[config.mk]
export PLATFORM = sky130hd
export DESIGN_NAME = fifo_step_sequencer
export DESIGN_NICKNAME = d
export VERILOG_FILES = /design/src/rtl/fifo_step_sequencer.sv
export SDC_FILE = /design/constraint.sdc
export NUM_CORES = 1
export LEC_CHECK = 0
export CAP_MARGIN = 40
export CORE_MARGIN = 1.5
export CORE_UTILIZATION = 56
export DETAILED_ROUTE_END_ITERATION = 8
export GPL_TIMING_DRIVEN = 0
export PLACE_DENSITY = 0.87
export SYNTH_ARGS = -nofsm -noshare
export SYNTH_HDL_FRONTEND = slang
export SYNTH_SLANG_ARGS = --single-unit
[constraint.sdc]
create_clock -name clk -period 3.3 [get_ports clk]
set_input_delay 0.495 -clock clk [delete_from_list [all_inputs] [get_ports clk]]
set_output_delay 0.495 -clock clk [all_outputs]
set_load 0.02 [all_outputs]
[src/rtl/fifo_step_sequencer.sv]
// Drains 4-byte motion records from the SPI command FIFO and turns each into a
// direction setup, a fixed-width step pulse on the masked axes, and a timed dwell.
module fifo_step_sequencer #(
    parameter int unsigned PULSE_WIDTH = 8,
    parameter int unsigned DIR_SETUP   = 4
) (
    input  logic        clk,
    input  logic        reset,
    input  logic        enable,
    input  logic        fifo_empty,
    output logic        fifo_read_en,
    input  logic [7:0]  fifo_data,
    output logic [7:0]  step,
    output logic [7:0]  dir,
    output logic        busy,
    output logic        underrun,
    input  logic        clear_underrun,
    output logic [15:0] records_done
);

    typedef enum logic [2:0] {
        IDLE,
        FETCH,
        LOAD,
        DIR_WAIT,
        PULSE,
        HOLD
    } state_t;

    localparam logic [15:0] SETUP_LAST = 16'(DIR_SETUP - 1);
    localparam logic [15:0] PULSE_LAST = 16'(PULSE_WIDTH - 1);

    state_t      state;
    state_t      state_next;
    logic [1:0]  idx;
    logic [7:0]  mask_byte;
    logic [7:0]  dir_byte;
    logic [7:0]  period_hi;
    logic [7:0]  period_lo;
    logic [15:0] cnt;
    logic        cnt_zero;
    logic        hold_last;
    logic        underrun_set;

    assign cnt_zero  = (cnt == '0);
    // A zero period still spends one cycle in HOLD, same as period 1.
    assign hold_last = (cnt <= 16'd1);
    assign busy      = (state != IDLE);

    always_comb begin
        state_next   = state;
        fifo_read_en = 1'b0;
        underrun_set = 1'b0;
        case (state)
            IDLE: begin
                if (enable && !fifo_empty) begin
                    state_next = FETCH;
                end
            end
            FETCH: begin
                if (!fifo_empty) begin
                    fifo_read_en = 1'b1;
                    state_next   = LOAD;
                end else if (idx == 2'd0) begin
                    state_next = IDLE;
                end else begin
                    underrun_set = 1'b1;
                end
            end
            LOAD: begin
                state_next = (idx == 2'd3) ? DIR_WAIT : FETCH;
            end
            DIR_WAIT: begin
                if (cnt_zero) begin
                    state_next = PULSE;
                end
            end
            PULSE: begin
                if (cnt_zero) begin
                    state_next = HOLD;
                end
            end
            HOLD: begin
                if (hold_last) begin
                    state_next = (enable && !fifo_empty) ? FETCH : IDLE;
                end
            end
            default: begin
                state_next = IDLE;
            end
        endcase
    end

    always_ff @(posedge clk) begin
        if (reset) begin
            state        <= IDLE;
            idx          <= '0;
            mask_byte    <= '0;
            dir_byte     <= '0;
            period_hi    <= '0;
            period_lo    <= '0;
            cnt          <= '0;
            step         <= '0;
            dir          <= '0;
            underrun     <= 1'b0;
            records_done <= '0;
        end else begin
            state <= state_next;

            if (underrun_set) begin
                underrun <= 1'b1;
            end else if (clear_underrun) begin
                underrun <= 1'b0;
            end

            // Registered step: loaded on entry to PULSE, dropped on exit.
            step <= (state_next == PULSE) ? mask_byte : '0;

            case (state)
                IDLE: begin
                    idx <= '0;
                end
                LOAD: begin
                    case (idx)
                        2'd0: mask_byte <= fifo_data;
                        2'd1: dir_byte  <= fifo_data;
                        2'd2: period_hi <= fifo_data;
                        2'd3: begin
                            period_lo <= fifo_data;
                            dir       <= dir_byte;
                        end
                        default: ;
                    endcase
                    idx <= idx + 2'd1;
                    cnt <= SETUP_LAST;
                end
                DIR_WAIT: begin
                    cnt <= cnt_zero ? PULSE_LAST : cnt - 16'd1;
                end
                PULSE: begin
                    cnt <= cnt_zero ? {period_hi, period_lo} : cnt - 16'd1;
                end
                HOLD: begin
                    if (hold_last) begin
                        records_done <= records_done + 16'd1;
                        idx          <= '0;
                    end else begin
                        cnt <= cnt - 16'd1;
                    end
                end
                default: ;
            endcase
        end
    end

endmodule
## Word-level counts from Yosys, hierarchy flattened

Index checks and enable logic that the tools add are counted.

- Bits in registers: 86
- Input bits: 13
- Word-level logic and storage cells: 66

- Add/sub/neg operators: 3
- Magnitude comparators: 1
- Equal/unequal tests: 11
- Multiplexer cells: 22
- Bitwise operators: 1
- Reductions and logical operators: 17

Operators by type and width:

| operator | count |
|---|---|
| 16-bit one-hot mux with 4 select lines | 1 |
| 16-bit two-way mux | 3 |
| 3-bit two-way mux | 6 |
| 3-bit one-hot mux with 6 select lines | 1 |
| 16-bit by 1-bit adder with 16-bit output, second input constant | 1 |
| 16-bit by 1-bit less-or-equal comparator with 1-bit output, second input constant | 1 |
| 16-bit zero test | 1 |
| 16-bit by 1-bit subtractor with 16-bit output, second input constant | 1 |
| 2-bit AND reduction | 7 |
| 3-bit equality test, second input constant | 3 |
| 1-bit two-way mux | 8 |
| 3-bit by 2-bit equality test with 1-bit output, second input constant | 2 |
| 2-bit one-hot mux with 3 select lines | 1 |
| 3-bit nonzero test | 2 |
| 2-bit equality test, second input constant | 2 |
| 2-bit two-way mux | 2 |
| 2-bit != test, second input constant | 2 |
| 4-bit nonzero test | 1 |
| 3-bit by 1-bit equality test with 1-bit output, second input constant | 1 |
| 3-bit zero test | 1 |
| 2-bit by 1-bit adder with 2-bit output, second input constant | 1 |
| 2-bit by 1-bit equality test with 1-bit output, second input constant | 1 |
| 2-bit zero test | 1 |
| 2-bit nonzero test | 1 |
| 4 further kinds | 4 |

## Depth between registers and ports, before layout

- Depth after elaboration: 8
- Gate-level depth with buffers: 9
- Mapped depth without buffers: 8

## Worst setup path before layout

Ideal clock, no wire load.

- Path kind: reg-to-reg
- Start point: reg state[1]
- End point: reg cnt[8]
- Library setup time: 0.062 ns
- Arrival: 2.246 ns
- Path slack: 0.992 ns
- Stages on the path, launching flop included: 10
- Period minus slack after synthesis: 2.308 ns
- Cell sequence: dfxtp_1 buf_4 inv_1 ha_1 nor2_1 a21boi_1 o21ai_2 a21o_4 or4_1 nand3_1

- Longest elaborated chain between the ends: 3
- Elaborated cells on any way between the ends: 8
- Those cells by class: 5 x eq/ne; 1 x mux; 2 x reduce/logical

RTL lines:

| what | RTL line | source |
|---|---|---|
| start: declaration | 33 | `state_t state;` |
| start signal: assignment | 108 | `state <= state_next;` |
| 3-bit equality test / 3-bit by 2-bit equality test with 1-bit output (equally long branches) | 119 | `case (state)` |
| 4-bit nonzero test (no line) / 2-bit != test (equally long branches) | n/a |  |
| 2-bit AND reduction (no line) | n/a |  |
| end signal: assignment | 138 | `cnt <= cnt_zero ? PULSE_LAST : cnt - 16'd1;` |
| end signal: assignment | 141 | `cnt <= cnt_zero ? {period_hi, period_lo} : cnt - 16'd1;` |
| end signal: assignment | 148 | `cnt <= cnt - 16'd1;` |
| end: declaration | 40 | `logic [15:0] cnt;` |

Parallel ways exist; a longest one is shown, timed or not.
A chain may end at the register's enable or synchronous reset.

## Final worst setup path

Same ends and word-level chain as after synthesis.

==> summary.txt <==
Outcome
  – Status: complete, no violations

STA
  – Rel. slew slack: 0.5567
  – Worst Tran Pin Value: 0.6589 ns
  – RSZ-0062 raised after global routing: no
  – Final setup viols: 0
  – Period minus WS final: 2.863 ns
  – Setup TNS: 0 ns
  – Max frequency: 349.3 MHz
  – Max-slew violations: 0
  – Clock Skews: 0.01264 ns
  – Tcrit/Tclk final: 0.8676
  – Final hold vios: 0

Detailed routing
  – WL per Instance: 15.87 um
  – Initial DRC count: 372
  – DRC viols: 0
  – Antenna-violating nets left: 0
  – Vias per cell: 5.951
  – WL final: 10,380 um
  – Via count: 3,892
  – Pre-Repair DR Iteration Count: 5

Finish
  – Antenna diodes: 0
  – Nets@finish: 576
  – Area Growth Syn to Fin: 19.57%
  – Share of layout cells above drive strength 1: 0.07706
  – Fillcell total: 577
  – Final Util: 0.7029
  – Final instance area: 4855 um2

Worst setup path
  – CP required: 3.62 ns
  – Crit. End Element: register
  – Crit path kind: register to register
  – Critical path data arrival time: 3.18 ns
  – Reg-to-reg slack, setup: 0.44 ns
  – CP Max Fanout: 10
  – Critical path startpoint category: register
  – Worst r2r path cells: 9

Floorplan
  – Die X: 88.15 um
  – I/O pins: 48
  – Die H: 88.15 um
  – Die Footprint: 7770 um2
  – Std-Cell Rows: 30
  – Starting density of the core: 0.5879
  – Core area: 6907 um2

CTS
  – Num CTS Buffers: 9
  – Max clock buf depth: 2
  – CTS tree: yes
  – Gates resized, CTS repair: 0
  – Clk pin slew, worst setup/hold paths: 0.10 ns
  – Setup Buffers After CTS: 0
  – Clock insertion delay at the later pin of the skew report: 0.38 ns
  – Clock sink count: 86
  – Htree depth: 3
  – # hold bufs at CTS: 0
  – CTS Root Cell: clkbuf_8

Logic synthesis
  – Register area share after synthesis: 0.4240
  – Synth Area in Adders: 0.03082
  – Synth Area in Simple Gates: 0.2946
  – Synthesis Warnings: 0
  – Multiplexer share of the synthesized area: 0
  – Synthesized Nets: 519
  – Async set or reset register ratio after synthesis: 0
  – Synth Flop Type: dfxtp_1
  – Main combinational cell family by area after synthesis: simple AND/OR/NAND/NOR gates
  – Syn Inst Count: 496
  – Mapped Area: 4060 um2
  – Library cells used by synthesis: 66
  – Compound-Gate Fraction of Synth Area: 0.1895
  – Number of flops mapped to enable cells by yosys: 0
  – Xor/xnor share of the synthesized area: 0.02804
  – Mapped Avg Cell Area: 8.186 um2
  – FF+latch count, synth: 86

Global route
  – First-pass GRT wire length: 16,630 um
  – GRT Overall Usage: 0.2771
  – Total gr overflow: 0
  – Vias in the first global route: 3,490
  – Initial antenna violation count: 0
  – Pin count of the biggest net entering global routing: 18

Power and ir drop
  – Cell Pwr Density: 402.2 nW/um2
  – Peak VDD IR: 413.5 uV
  – Leakage Power: 1.744 nW

Placement
  – Detailed-placement wirelength estimate: 7251 um
  – Placer congestion estimate: 0.9767
  – DP Area: 4641 um2
  – IO Port Bufs: 46

Worst hold path
  – Hold Crit Class: register to register
  – WHS Path Cells: 1

Run
  – Max-cap violations: 0
## per-layer routing
layer / wire, um / vias up / GRT usage
met1: 4427 / 1827 / 0.3544
met3: 773 / 23 / 0.07634
met2: 4970 / 184 / 0.4601
met5: 0 / - / 0
met4: 209 / 0 / 0.07813
li1: - / 1858 / -
## path summary, 6_finish.rpt
| check | from | end |
|---|---|---|
| hold / removal | mask_byte[6] | step[6] |
| setup / recovery | state[1] | cnt[8] |
| setup reg to reg | state[1] | cnt[8] |
| hold reg to reg | mask_byte[6] | step[6] |
## Yosys cell counts (all sizes together) (2+ instances only)
master | instances | area (um2)
nand3 | 18 | 100.1
clkbuf | 16 | 60.06
nand4 | 8 | 56.30
xnor2 | 6 | 52.55
o21ai | 21 | 120.1
a221oi | 2 | 17.52
a21o | 4 | 37.53
inv | 10 | 37.54
a211oi | 5 | 47.54
o211ai | 3 | 27.52
o311ai | 2 | 17.52
nor2b | 4 | 25.02
a31oi | 4 | 31.28
or3b | 3 | 26.28
nor4b | 2 | 47.55
nand2 | 115 | 431.7
a21oi | 60 | 304.0
nor4 | 8 | 95.09
xor2 | 7 | 61.31
o31ai | 4 | 30.03
dfxtp | 86 | 1722
a22oi | 3 | 22.52
and2 | 9 | 57.56
nand2b | 4 | 25.02
or4 | 2 | 15.01
nor3 | 15 | 91.34
nor2 | 28 | 105.1
buf | 7 | 36.28
or3 | 6 | 37.54
and3 | 6 | 42.54
ha | 10 | 125.1
a21boi | 2 | 15.01
## where the power goes
group          switching, mW  internal, mW
combinational         0.0673        0.0358
sequential           0.00289          1.04
clock                  0.440         0.367
## cell usage in the layout (no fill, tap or decap), drive strengths merged, types with 2 or more instances in the layout
master / count
clkinvlp: 2
clkdlybuf4s50: 46
and2: 9
nor2: 28
a21oi: 60
o311ai: 2
clkbuf: 25
a21o: 4
a31oi: 4
nand3: 18
nand4: 8
a21boi: 2
o31ai: 4
nor4b: 2
and3: 6
nor3: 15
nor4: 8
nand2: 115
xnor2: 6
dfxtp: 86
a211oi: 5
nor2b: 4
or3b: 3
inv: 13
xor2: 7
a221oi: 2
or4: 2
nand2b: 4
a22oi: 3
o21ai: 21
o211ai: 3
buf: 7
or3: 6
ha: 10
## per-stage QoR
stage | power, mW | worst slack (ns) | hold WS, ns | cells
5_1_grt | 2.001 | 0.2669 | 0.4517 | 654
3_3_place_gp | 1.165 | 0.6164 | 0.4379 | 638
6_report | 1.953 | 0.4368 | 0.4510 | 654
4_1_cts | 1.951 | 0.4933 | 0.4497 | 654
2_1_floorplan | 1.126 | 0.9920 | 0.4227 | 496
3_5_place_dp | 1.167 | 0.5448 | 0.4418 | 638
## critical path, cell delays in order, from the launching register on
cell      delay, ns
dfxtp_1        0.36
buf_4          0.17
inv_1          0.12
ha_1           0.39
nor2_1         0.19
a21boi_1       0.52
o21ai_2        0.22
a21o_4         0.27
or4_1          0.46
nand3_1        0.09
## area by class of cell
type | instances | area, um2 | share of cell area
repair buffers | 46 | 460.4 | 0.09485
flip-flops and latches | 86 | 1722 | 0.3546
inverters | 10 | 37.54 | 0.007732
clock buffers | 9 | 123.9 | 0.02552
multi-input cells | 377 | 2205 | 0.4541
well taps | 96 | 120.1 | 0.02474
clock inverters | 7 | 90.09 | 0.01856
plain buffers | 23 | 96.34 | 0.01985
## flip-flops by register name (all words and copies together), names as in the netlist, 3 cells and up
register      flops
step              8
records_done     16
period_hi         8
cnt              16
mask_byte         8
dir_byte          8
period_lo         8
state             3
dir               8
## cells by family after synthesis
| group | Yosys count |
|---|---|
| simple gates | 233 |
| fa+ha+maj | 10 |
| compound gates | 121 |
| xor+xnor | 13 |
| flops | 86 |
| buf+inv | 33 |
No activity file was read; power rests on OpenSTA's default activity.
==> patch 1, RTL diff (same flow settings) <==
Make the reset (`reset`) asynchronous in one clocked block.
--- a/src/rtl/fifo_step_sequencer.sv
+++ b/src/rtl/fifo_step_sequencer.sv
@@ -92,5 +92,5 @@
     end
 
-    always_ff @(posedge clk) begin
+    always_ff @(posedge clk or posedge reset) begin
         if (reset) begin
             state        <= IDLE;
Function: differs if reset is asserted again (counterexample within 4 cycles, from zero or initial values and one cycle with reset high); with reset held inactive, the same outputs for 10 cycles.
==> patch 1 against the original RTL <==
  * Hold slack gained 22 ps
  * Global-route usage shrank 1.7 points
  * Setup slack gained 130 ps
  * Cell area grew 5.3%
  * Routed wire length shrank 5.1%
  * Synthesized area grew 5.8%
  * Synthesized cell count shrank 24%
  * Sequential share of layout area grew 6.6 points
  * Sequential cell count is the same
  * Critical endpoint is now fifo_read_en
  * Highest routed layer unchanged
Power is not compared: it rests on default switching activity, and its combinational part moved more than twofold at a synthesized area within 25%.
==> patch 1: results (changes against the original RTL) <==
| Metric | Value |
|---|---|
| Reg2reg start | cnt[0]$_DFFE_PP0P_ (was state[1]$_SDFF_PP0_) |
| Clock root cell | clkbuf_8 (unchanged) |
| Worst slack, placed | 763 ps (was 545 ps) |
| Commonest cells in the netlist | dfrtp_1 (86), mux2_2 (41), nand2_1 (20) (was nand2_1 (115), dfxtp_1 (86), a21oi_1 (59)) |
| Met1 Track Usage GR | 0.347 (was 0.354) |
| Post-Synth XOR/XNOR Area | 0.0306 (was 0.0280) |
| P_int | roughly 2 mW |
| Status | finished, final reports clean (unchanged) |
| Post-detail-place hpwl | 7090 um (was 7250 um) |
| Placement Cell Area | 4930 um2 (was 4640 um2) |
| Placed cells | 523 (was 638) |
| Top sig layer | met4 (unchanged) |
| Top_reg_cell synth | dfrtp_1 (was dfxtp_1) |
| Crit Path Max Fanout | 10 (unchanged) |
| CTS buffer count | 9 (unchanged) |
| Reg-to-Reg End | step[3]$_DFF_PP0_ (was cnt[8]$_SDFFE_PP0P_) |
| Vias | 3271 (was 3892) |
| Avg Vias per Cell | 6.07 (was 5.95) |
| Top flop regs | cnt x16, records_done x16 (unchanged) |
| Synth Area in Adders | 0.0291 (was 0.0308) |
| Post-route clock skew | 9.86 ps (was 12.6 ps) |
| Cts repair resizes | 0 (unchanged) |
| Power in the clock group | 0.692 mW |
| Post-synthesis net count | 398 (was 519) |
| Worst-path clk slew | approximately 90 ps |
| Slew HR | 0.491 (was 0.557) |
| DR WL met3 | 485 um (was 773 um) |
| Nets | 458 (was 576) |
| Port bufs | 47 (was 46) |
| Syn avg cell area | 11.5 um2 (was 8.19 um2) |
| Layout cell share with drive strength beyond 1 | 0.189 (was 0.0771) |
| Worst EP arrival | 2230 ps (was 3180 ps) |
| Seq/Total Area, Yosys | 0.501 (was 0.424) |
| Synth cell types | 67 (was 66) |
| Number of DRC markers in iteration 0 | 284 (was 372) |
| Complex-gate fraction of the synthesized area | 0.135 (was 0.190) |
| Met3 GRT Util | 0.0572 (was 0.0763) |
| Grt met2 use | 0.412 (was 0.460) |
| Ys async rst share | 1.00 (was 0) |
| Global-route wire length before repair | 16800 um (was 16600 um) |
| Mux contribution to synthesized area | 0.107 (was 0) |
| Drt wl/cell | 18.3 um (was 15.9 um) |
| Final hold slack | 473 ps (was 451 ps) |
| R2R cell count | 7 (was 9) |
| M1 WL | 4380 um (was 4430 um) |
| Pin count of the biggest net entering global routing | 55 (was 18) |
| GRT Resource Usage Total | 0.260 (was 0.277) |
| Detail Route met2 WL | 4800 um (was 4970 um) |
| # diodes | 0 (unchanged) |
| Hold Path Class | in -> async (was reg -> reg) |
| Largest family of logic cells by synthesized area | simple AND/OR/NAND/NOR gates (unchanged) |
| Gpl congestion | 0.941 (was 0.977) |
| R2R Setup Slk | 710 ps (was 440 ps) |
| Top cells by area, synth | dfrtp_1 (50%), mux2_2 (11%), ha_1 (2.9%) (was dfxtp_1 (42%), nand2_1 (11%), a21oi_1 (7.3%)) |
[patch 1: cell type report]
type	count	area, um2
Buffer	14	86.3
Clock buffer	9	124
Clock inverter	7	57.6
Fill cell	523	2220
Inverter	12	47.5
Multi-Input combinational cell	263	2010
Sequential cell	86	2150
Tap cell	99	124
Timing Repair Buffer	49	509
[patch 1: how the worst max path moves through the flow]
stage | start | to | slack (ps) | depth (start not counted)
finish | state[0]$_DFF_PP0_ | fifo_read_en | 570 | 4
floorplan | reset | cnt[0]$_DFFE_PP0P_ | 580 | 1
detailed placement | cnt[0]$_DFFE_PP0P_ | step[3]$_DFF_PP0_ | 760 | 7
global placement | reset | cnt[11]$_DFFE_PP0P_ | -630 | 2
CTS | state[0]$_DFF_PP0_ | fifo_read_en | 590 | 4
global route | state[0]$_DFF_PP0_ | fifo_read_en | 480 | 4
[patch 1: critical path, stage by stage (launching register included)]
cell,delay (ps)
dfrtp_1,380
clkbuf_1,390
nand2b_1,170
nor3_1,270
clkdlybuf4s50_1,660
==> patch 2, RTL diff (config.mk and constraints unchanged) <==
Without the edit above. The parameter `PULSE_WIDTH` goes from 8 to 7.
--- a/src/rtl/fifo_step_sequencer.sv
+++ b/src/rtl/fifo_step_sequencer.sv
@@ -2,5 +2,5 @@
 // direction setup, a fixed-width step pulse on the masked axes, and a timed dwell.
 module fifo_step_sequencer #(
-    parameter int unsigned PULSE_WIDTH = 8,
+    parameter int unsigned PULSE_WIDTH = 7,
     parameter int unsigned DIR_SETUP   = 4
 ) (
Formal check against the unedited RTL: same outputs for any inputs over 10 cycles, from zero or initial values and one cycle with reset high; that may be too few to reach the edited logic, so the function may still have changed.
==> patch 2 against the original RTL <==
  * Sequential cell count did not move
  * Final cell count fell by 3.1%
  * Sequential share of layout area rose by 0.90 points
  * Routed wire length fell by 7.0%
  * Synthesized area fell by 2.8%
  * Cell area fell by 2.5%
  * Power fell by 5.1%
  * Setup slack got worse by 67 ps
  * Core utilization fell by 0.60 points
  * Critical path type is now reg -> out
  * Largest power group unchanged
  * Highest routed layer unchanged
==> patch 2: results (changes against the original RTL) <==
| Metric | Value |
|---|---|
| Status | finished, final reports clean (unchanged) |
| Mux contribution to synthesized area | 0.00507 (was 0) |
| Synth Area in Adders | 0.0317 (was 0.0308) |
| Worst-path clk slew | 80 ps (was 100 ps) |
| R2R cell count | 10 (was 9) |
| Gpl congestion | 0.918 (was 0.977) |
| Critical path capture point | fifo_read_en (was cnt[8]$_SDFFE_PP0P_) |
| Pin count of the biggest net entering global routing | 15 (was 18) |
| Post-route clock skew | 9.82 ps (was 12.6 ps) |
| GRT Resource Usage Total | 0.269 (was 0.277) |
| Worst-Skew Late Latency | 360 ps (was 380 ps) |
| P_int | 1.44 mW (about the same) |
| Max stage delay cell, worst path | clkdlybuf4s50_1 (was a21boi_1) |
| Post-Synth XOR/XNOR Area | 0.0422 (was 0.0280) |
| Max incr delay on CP | 710 ps (was 520 ps) |
| R2R Setup Slk | 620 ps (was 440 ps) |
| Post-detail-place hpwl | 7080 um (was 7250 um) |
| Worst slack, placed | 722 ps (was 545 ps) |
| Seq/Total Area, Yosys | 0.436 (was 0.424) |
| Top cells by area, synth | dfxtp_1 (44%), nand2_1 (9.5%), a21oi_1 (6.5%) (was dfxtp_1 (42%), nand2_1 (11%), a21oi_1 (7.3%)) |
| Reg-to-Reg End | cnt[7]$_SDFFE_PP0P_ (was cnt[8]$_SDFFE_PP0P_) |
| VDD IR max | 0.000265 V (was 0.000413 V) |
| Layout cell share with drive strength beyond 1 | 0.0558 (was 0.0771) |
| Port bufs | 47 (was 46) |
| Synth cell types | 50 (was 66) |
| Number of DRC markers in iteration 0 | 384 (was 372) |
-- patch 2: cell count changes after synthesis, sizes merged, moves of 4 or more --
cell	delta
o21ai	-16
nand2	-14
a21oi	-9
nor2	+9
a221o	+5
clkbuf	+5
xor2	+5
and4	+4
buf	-4
nand3	-4
or2	+4
-- patch 2: power groups by stage --
stage | logic, mW | clock network (mW) | registers (mW)
floorplan | 0.0321 | 0 | 1.06
global placement | 0.0656 | 0 | 1.06
detailed placement | 0.0665 | 0 | 1.06
CTS | 0.0668 | 0.758 | 1.04
global route | 0.0725 | 0.798 | 1.04
finish | 0.0676 | 0.747 | 1.04
-- patch 2: metrics by stage --
| step | utilization | cells |
|---|---|---|
| global route | 0.697 | 634 |
| global placement | 0.668 | 619 |
| floorplan | - | 476 |
| finish | 0.697 | 634 |
| CTS | 0.697 | 634 |
| detailed placement | 0.668 | 619 |
-- patch 2: per-layer routing --
layer  part of all wire  track usage  vias up
met3              0.063       0.0427       21
met2               0.49        0.448      139
met4              0.022        0.114        0
li1                   -            -     1775
met5                  0            0        -
met1               0.43        0.345     1716
-- patch 2: worst min-delay path by stage --
stage	startpoint	to	slack, ps	cells after the start
after floorplan	mask_byte[0]$_SDFFE_PP0P_	step[0]$_SDFF_PP0_	430	1
after global placement	mask_byte[5]$_SDFFE_PP0P_	mask_byte[5]$_SDFFE_PP0P_	440	2
after detailed placement	mask_byte[1]$_SDFFE_PP0P_	step[1]$_SDFF_PP0_	440	1
after CTS	mask_byte[7]$_SDFFE_PP0P_	mask_byte[7]$_SDFFE_PP0P_	460	2
after global routing	mask_byte[2]$_SDFFE_PP0P_	mask_byte[2]$_SDFFE_PP0P_	470	2
final	mask_byte[7]$_SDFFE_PP0P_	mask_byte[7]$_SDFFE_PP0P_	450	2
-- patch 2: layout make-up --
class / count / area [um2]
well taps: 96 / 120
repair buffers: 47 / 470
flip-flops and latches: 86 / 1720
clock buffers: 11 / 141
plain buffers: 24 / 98.8
inverters: 8 / 30.0
fillers: 555 / 2060
multi-input cells: 358 / 2100
clock inverters: 4 / 56.3
-- patch 2: cell families after synthesis --
logic type,after synthesis
xor gates and xnor gates,19
DFF,86
AOI/OAI and AO/OA,93
buffers and inverters,32
adders and majority gates,10
and+or+nand+nor,234
muxes,2
-- patch 2: worst min-delay path, cell delays in order (launching register included) --
cell and delay [ps]:
dfxtp_1 310, nand2_1 50, a21oi_1 50
